===== src/rtl/mmio_peripheral_responder.sv =====
// Memory-mapped responder for the MEM-stage data bus: a reload timer, LED and 7-segment registers
// and a free-running systick, all in one 32-byte window.
module mmio_peripheral_responder #(
    parameter logic [31:0] BASE_ADDR = 32'h4000_0000,
    parameter int unsigned PRESCALE  = 1
) (
    input  logic        clk,
    input  logic        reset,
    input  logic        MemRead,
    input  logic        MemWrite,
    input  logic [31:0] address,
    input  logic [31:0] write_data,
    output logic [31:0] read_data,
    output logic        hit,
    output logic        irq,
    output logic [7:0]  leds,
    output logic [11:0] digits
);

    localparam int unsigned PW = (PRESCALE > 1) ? $clog2(PRESCALE) : 1;
    localparam logic [PW-1:0] PLAST = PW'(PRESCALE - 1);

    typedef enum logic [2:0] {
        REG_TH      = 3'd0,
        REG_TL      = 3'd1,
        REG_TCON    = 3'd2,
        REG_LEDS    = 3'd3,
        REG_DIGITS  = 3'd4,
        REG_SYSTICK = 3'd5,
        REG_RSVD0   = 3'd6,
        REG_RSVD1   = 3'd7
    } reg_sel_e;

    logic [31:0]   th_q, th_d;
    logic [31:0]   tl_q, tl_d;
    logic [2:0]    tcon_q, tcon_d;
    logic [7:0]    leds_q, leds_d;
    logic [11:0]   digits_q, digits_d;
    logic [31:0]   systick_q, systick_d;
    logic [PW-1:0] pcnt_q, pcnt_d;

    reg_sel_e sel;
    logic     wr_en;
    logic     tick;
    logic     overflow;
    logic     ovf_set;

    // Byte lanes are not decoded; every access is treated as a full word.
    logic unused_byte_lane;
    assign unused_byte_lane = ^address[1:0];

    // The window is 32-byte aligned, so the decode is a compare of the upper 27 bits.
    assign hit   = (address[31:5] == BASE_ADDR[31:5]);
    assign sel   = reg_sel_e'(address[4:2]);
    assign wr_en = MemWrite && hit;

    always_comb begin
        pcnt_d = pcnt_q;
        tick   = 1'b0;
        if (tcon_q[0]) begin
            if (pcnt_q == PLAST) begin
                tick   = 1'b1;
                pcnt_d = '0;
            end else begin
                pcnt_d = pcnt_q + 1'b1;
            end
        end
    end

    assign overflow = tick && (tl_q == 32'hFFFF_FFFF);
    assign ovf_set  = overflow && tcon_q[1];

    // CPU writes are applied after the timer update so they win over a same-edge tick.
    always_comb begin
        th_d      = th_q;
        tl_d      = tl_q;
        tcon_d    = tcon_q;
        leds_d    = leds_q;
        digits_d  = digits_q;
        systick_d = systick_q + 32'd1;

        if (tick) begin
            tl_d = overflow ? th_q : tl_q + 32'd1;
        end
        if (ovf_set) begin
            tcon_d[2] = 1'b1;
        end

        if (wr_en) begin
            case (sel)
                REG_TH:     th_d     = write_data;
                REG_TL:     tl_d     = write_data;
                REG_TCON:   tcon_d   = {write_data[2] | ovf_set, write_data[1:0]};
                REG_LEDS:   leds_d   = write_data[7:0];
                REG_DIGITS: digits_d = write_data[11:0];
                default:    ;
            endcase
        end
    end

    always_comb begin
        read_data = '0;
        if (MemRead && hit) begin
            case (sel)
                REG_TH:      read_data = th_q;
                REG_TL:      read_data = tl_q;
                REG_TCON:    read_data = {29'd0, tcon_q};
                REG_LEDS:    read_data = {24'd0, leds_q};
                REG_DIGITS:  read_data = {20'd0, digits_q};
                REG_SYSTICK: read_data = systick_q;
                default:     read_data = '0;
            endcase
        end
    end

    always_ff @(posedge clk or negedge reset) begin
        if (!reset) begin
            th_q      <= '0;
            tl_q      <= '0;
            tcon_q    <= '0;
            leds_q    <= '0;
            digits_q  <= '0;
            systick_q <= '0;
            pcnt_q    <= '0;
        end else begin
            th_q      <= th_d;
            tl_q      <= tl_d;
            tcon_q    <= tcon_d;
            leds_q    <= leds_d;
            digits_q  <= digits_d;
            systick_q <= systick_d;
            pcnt_q    <= pcnt_d;
        end
    end

    assign irq    = tcon_q[2];
    assign leds   = leds_q;
    assign digits = digits_q;

endmodule

===== config.mk =====
export PLATFORM = sky130hd
export DESIGN_NAME = mmio_peripheral_responder
export DESIGN_NICKNAME = d
export VERILOG_FILES = /design/src/rtl/mmio_peripheral_responder.sv
export SDC_FILE = /design/constraint.sdc
export NUM_CORES = 1
export LEC_CHECK = 0
export ABC_CLOCK_PERIOD_IN_PS = 5600
export CELL_PAD_IN_SITES_DETAIL_PLACEMENT = 1
export CELL_PAD_IN_SITES_GLOBAL_PLACEMENT = 1
export CORE_ASPECT_RATIO = 0.75
export CORE_UTILIZATION = 44
export DETAILED_ROUTE_END_ITERATION = 10
export HOLD_SLACK_MARGIN = 0.02
export PLACE_DENSITY = 0.9
export SYNTH_ARGS = -nofsm -noshare
export SYNTH_HDL_FRONTEND = slang
export SYNTH_SLANG_ARGS = --single-unit

===== constraint.sdc =====
create_clock -name clk -period 5.6 [get_ports clk]
set_input_delay 1.4 -clock clk [delete_from_list [all_inputs] [get_ports clk]]
set_output_delay 1.4 -clock clk [all_outputs]
set_load 0.005 [all_outputs]

==> flow_summary.toml, run 1 <==
[pwr]
switchingPower_mw = 0.4795
p_seq_share_pct = 39.0
ir_drop_mv = 0.2095
pwr_density_cell_mw_per_mm2 = 243.9
clkPwrFrac_pct = 55.4
power.internal_mw = 1.729
leakage_nw = 3.899
swShare_pct = 21.71
comb_power_share_pct = 5.6

[detailed_routing]
firstDrtPassIters = 6
drtIter0Drc = 599
wl_um = 24750
vias = 6614
ant_nets = 0
vias_per_cell = 6.293
post_drt_wl_per_cell_um = 23.55
remaining_drc_errors = 0

[clock_tree]
cts.clk_slew.worst_paths_ns = 0.05
cts_tree = "built"
clock_path_buffers = 2
ctsResizeCount = 0
cts_setup_buffers = 0
clock-root-buffer = "clkbuf_16"
cts_inserted_buffers = 17
clkSinkCount = 119
hold_buffers = 0
cts_max_level = 4
clk_latency_ns = 0.42

[synth]
syn-mean-instance-area_um2 = 9.726
syn_area_mm2 = 0.007042
synthFlopType = "dfrtp_1"
synth_fa_ha_area_share_pct = 0.3554
syn_inst = 724
ys_ff_latch = 119
synth_compound_area_share_pct = 10.96
netlist_top_cells_area = "dfrtp_1 (42%), mux2_2 (8.8%), mux2i_1 (5.8%)"
synth_edf_count = 0
synth_nets = 794
synth_top_area_share_pct = 42.29
synth-async-reset-ratio_pct = 100.0
yosys.area.top_type = "dfrtp_1"
synth_mux_area_share_pct = 17.08
synth_top_family_by_area = "simple AND/OR/NAND/NOR gates"
synthSimpleGateAreaFrac_pct = 20.97
synth_cell_types = 63
ys.warnings.count = 0
seq_area_frac_synth_pct = 42.29
yosys.area_share.xor_xnor_pct = 4.602

[cells_and_area]
drive_above_1_share_pct = 14.89
diodes = 0
final_core_util_pct = 58.72
nets = 903
syn2layout_area_growth_pct = 28.59

[global_route]
grt_usage_pct = 31.16
antenna_found_initial = 0
grt_pass1_wl_um = 39250
grt_overflow_total = 0
grt_pass1_vias = 7081
grt_start_max_net_pins = 72

[floorplan]
die_x_um = 148.1
start_util_pct = 45.67
ios = 122
die_h_um = 111.6
die_area_mm2 = 0.01652
rows = 39
core-area_mm2 = 0.01542

[sta]
hold_ws_ns = 0.4949
worst_slack_ns = 0.3044
skew_ns = 0.008346
hold_viol = 0
tns_ns = 0
min_period_over_period_pct = 94.56
max-slew-margin-rel_pct = 36.73
drv_slew = 0
max_freq_ghz = 0.1888
worstMarginPinSlew_ns = 0.9491
finalSetupViolCount = 0
fin_crit_ns = 5.296
grt_setup_unrepaired = "no"

[placement]
io_buffers = 119
gp_routability_congestion = 0.9010
dpl_worst_slack_ns = 0.3718
dp_hpwl_um = 16890

[job]
drv_cap = 0

[worst_setup_path]
critPathSlowestCell = "clkdlybuf4s50_1"
arrival_ns = 3.90
worstSetupPathType = "in -> out"
critPathRequiredTime_ns = 4.20
worst-path-buf-inv = 3
cp-end-kind = "output port"
worstPathCellList = "clkdlybuf4s50_1 > buf_4 > nor2b_1 > a21oi_1 > o22a_1 > nor2_1 > clkdlybuf4s50_1"
cp_top_family = "buffers and inverters"
crit_fanout = 9
crit_path_start_kind = "primary input"
max_stage_delay_ns = 0.73
path_common_cell = "clkdlybuf4s50_1"

[run_status]
status = "finished, final reports clean"

[worst_hold_path]
hp-class = "reg -> reg"
==> cell usage in the layout, fill, tap and decap left out, drive strengths merged, types with 3 or more instances in the layout <==
cell type / instances
a211oi: 4
a21o: 4
a21oi: 39
a22o: 3
a22oi: 5
a31oi: 16
and2: 4
and3: 15
and4: 4
buf: 15
bufinv: 5
clkbuf: 19
clkdlybuf4s50: 117
clkinv: 5
clkinvlp: 3
dfrtp: 119
inv: 17
mux2: 60
mux2i: 41
mux4: 5
nand2: 51
nand2b: 4
nand3: 31
nand4: 29
nor2: 88
nor2b: 7
nor3: 16
nor4: 17
o211ai: 5
o21ai: 23
o22a: 8
o31ai: 3
or2: 3
or4: 4
xnor2: 23
xor2: 14
==> power groups by stage <==
stage	sequential (mW)	combinational [mW]	clock, mW
2_1_floorplan	0.876	0.0374	0
3_3_place_gp	0.876	0.119	0
3_5_place_dp	0.876	0.122	0
4_1_cts	0.860	0.125	1.23
5_1_grt	0.860	0.134	1.27
6_report	0.860	0.125	1.22
==> per-stage QoR <==
| step | cells | instance area, um2 | total power [mW] |
|---|---|---|---|
| detailed placement | 1019 | 8401 | 0.9981 |
| finish | 1051 | 9055 | 2.208 |
| CTS | 1051 | 9055 | 2.216 |
| floorplan | 724 | 7042 | 0.9133 |
| global placement | 1019 | 8401 | 0.9949 |
| global route | 1051 | 9055 | 2.265 |
==> Yosys cell counts (13+ instances only) <==
master / count
buf_2: 15
dfrtp_1: 119
and3_1: 15
inv_1: 17
nand4_1: 26
o21ai_0: 14
clkbuf_1: 20
a31oi_1: 16
nand3_1: 30
mux2i_1: 41
nor2_1: 87
mux2_2: 55
xor2_1: 14
xnor2_1: 23
nor3_1: 13
nand2_1: 51
a21oi_1: 39
==> final cells by class <==
type | count | area (um2)
fill | 1741 | 6365
tap | 205 | 256.5
clock buffer | 19 | 452.9
timing repair buffer | 132 | 1294
sequential | 119 | 2978
clock inverter | 13 | 201.4
multi-input combinational | 546 | 3809
inverter | 17 | 63.81
==> kinds of logic after synthesis <==
| kind of cell | after synthesis |
|---|---|
| xor+xnor | 37 |
| buf+inv | 59 |
| simple gates | 279 |
| compound gates | 122 |
| fa+ha+maj | 2 |
| mux | 106 |
| flops | 119 |
==> worst paths after layout <==
check	start	endpoint	slack (ns)	cells after the start
max	address[4]	read_data[2]	0.30	7
min	systick_q[27]	systick_q[27]	0.49	1
max reg2reg	tl_q[18]	tl_q[22]	2.46	5
min in group asynchronous	reset	systick_q[2]	1.11	1
max in group asynchronous	reset	systick_q[27]	3.27	2
min reg2reg	systick_q[27]	systick_q[27]	0.49	1
==> sequential cells by signal, indices dropped and copies added, names as in the netlist <==
name       count
leds           8
systick_q     32
th_q          32
tl_q          32
tcon_q         3
digits        12
==> layer usage <==
metal	share of wire (%)	vias up	global-route usage [%]
met5	0	-	0
met4	2.4	0	11.68
met3	8.5	58	7.213
met2	47	328	49.45
met1	42	3362	41.43
li1	-	2866	-
Power figures use the tool's default switching activity.
==> run 2: changes to the inputs <==
- PLACE_DENSITY: 0.9 -> unset
- PLACE_DENSITY_LB_ADDON: unset -> 0.08
==> run 2 against run 1 <==
Effect of this change: combinational power hardly changed; critical endpoint is now read_data[19]; die area stayed put; clock skew is 0.0041 ns higher; first-iteration DRC count down 14%; clock-buffer cell count shrank 2; routed wire length hardly changed.
==> flow_summary.toml, run 2 (synthesized netlist as in run 1, its figures left out) <==
[clock_tree]
cts.clk_slew.worst_paths_ns = 0.06
ctsResizeCount = 0
cts_tree = "built"
clkSinkCount = 119
clock-root-buffer = "clkbuf_16"
cts_max_level = 4
clk_latency_ns = 0.44
cts_setup_buffers = 0
clock_path_buffers = 2
cts_inserted_buffers = 17
hold_buffers = 0

[cells_and_area]
final_cell_mix = "dfrtp_1 (119), clkdlybuf4s50_1 (117), nor2_1 (87), mux2_2 (55), nand2_1 (51)"
diodes = 0
nets = 901
fin_cells = 1048
drive_above_1_share_pct = 14.59
largestRegisters = "systick_q (32), th_q (32), tl_q (32)"
final_core_util_pct = 58.27
final_common_cell = "dfrtp_1"
finish.instance_area_mm2 = 0.008985
n_fill_cell = 1705
syn2layout_area_growth_pct = 27.59

[global_route]
grt_pass1_wl_um = 39070
grt_overflow_total = 0
grt_start_max_net_pins = 49
grt_pass1_vias = 6867
antenna_found_initial = 0
grt_usage_pct = 31.25

[floorplan]
die_x_um = 148.1
rows = 39
core-area_mm2 = 0.01542
die_area_mm2 = 0.01652
die_h_um = 111.6
ios = 122
start_util_pct = 45.67

[sta]
min_period_over_period_pct = 93.51
hold_ws_ns = 0.4964
hold_viol = 0
finalSetupViolCount = 0
skew_ns = 0.01242
max_freq_ghz = 0.1910
fin_crit_ns = 5.236
tns_ns = 0
drv_slew = 0
worstMarginPinSlew_ns = 0.9754
max-slew-margin-rel_pct = 34.73
grt_setup_unrepaired = "no"
worst_slack_ns = 0.3636

[placement]
gp_routability_congestion = 0.8666
dp_hpwl_um = 16990
io_buffers = 119
post_dp_cell_area_mm2 = 0.008386
dp_cells = 1017
dpl_worst_slack_ns = 0.4071

[job]
drv_cap = 0

[run_status]
status = "finished, final reports clean"

[worst_setup_path]
critPathSlowestCell = "clkdlybuf4s50_1"
arrival_ns = 3.84
r2r-start = "tl_q[0]"
crit_fanout = 24
worstPathCellList = "clkdlybuf4s50_1 > nor4_1 > nand3_1 > nor2_2 > nand3b_1 > buf_4 > nor2_1 > clkdlybuf4s50_1"
cp-end-kind = "output port"
path_common_cell = "clkdlybuf4s50_1"
r2r-end = "tl_q[22]"
rrSetupSlack_ns = 2.66
critPathRequiredTime_ns = 4.20
worstSetupPathType = "in -> out"
crit_path_start_kind = "primary input"
reg2regPathDepth = 6
max_stage_delay_ns = 0.53

[detailed_routing]
ant_nets = 0
vias = 6483
remaining_drc_errors = 0
wl_um = 24770
drtIter0Drc = 518
vias_per_cell = 6.186
post_drt_wl_per_cell_um = 23.63
firstDrtPassIters = 6

[pwr]
leakage_nw = 3.857
pwr_density_cell_mw_per_mm2 = 238.0
ir_drop_mv = 0.1738
finalPower_mw = 2.138

[worst_hold_path]
hold_depth = 1
hold_end = "systick_q[31]"
hp-start = "systick_q[31]"
hp-class = "reg -> reg"
==> run 2: cell count changes in the layout (fill, tap and decap cells not counted) <==
| cell | change |
|---|---|
| clkinv_2 | -2 |
| clkinvlp_4 | +1 |
| buf_4 | -2 |
| inv_6 | +4 |
| bufinv_16 | -2 |
| clkbuf_8 | -2 |
==> run 2: report_power, final <==
part	switching [mW]	leakage, nW	internal (mW)
clock network	0.450	0.283	0.700
registers	0.0000351	1.55	0.860
logic	0.0684	2.03	0.0592
total	0.519	3.86	1.62
==> run 2: critical path: cells and delay by family <==
kind	cells	cell delay, ns
simple gates	5	1.25
buf+inv	3	1.17
==> run 2: worst max-delay path by stage <==
| stage | startpoint | to | slack, ns | cells after the start |
|---|---|---|---|---|
| 6_report | address[22] | read_data[19] | 0.36 | 8 |
| 5_1_grt | address[22] | read_data[8] | 0.22 | 8 |
| 4_1_cts | address[22] | read_data[19] | 0.37 | 8 |
| 3_5_place_dp | address[22] | read_data[19] | 0.41 | 8 |
| 3_3_place_gp | address[22] | read_data[25] | 0.50 | 8 |
| 2_1_floorplan | address[22] | read_data[12] | 1.52 | 6 |
==> run 2: layer usage <==
metal	global-route usage, %	up-vias	wire length (um)
met5	0	-	0
met4	9.966	0	269
met3	7.336	28	1962
met2	47.10	281	11120
met1	44.28	3320	11420
li1	-	2854	-
==> run 2: area by class of cell <==
type / instances / area [um2] / area share [%]
sequential: 119 / 2978 / 33.14
clock inverter: 14 / 173.9 / 1.936
timing repair buffer: 130 / 1279 / 14.23
inverter: 17 / 63.81 / 0.7102
multi-input combinational: 546 / 3809 / 42.39
clock buffer: 17 / 425.4 / 4.735
tap: 205 / 256.5 / 2.855
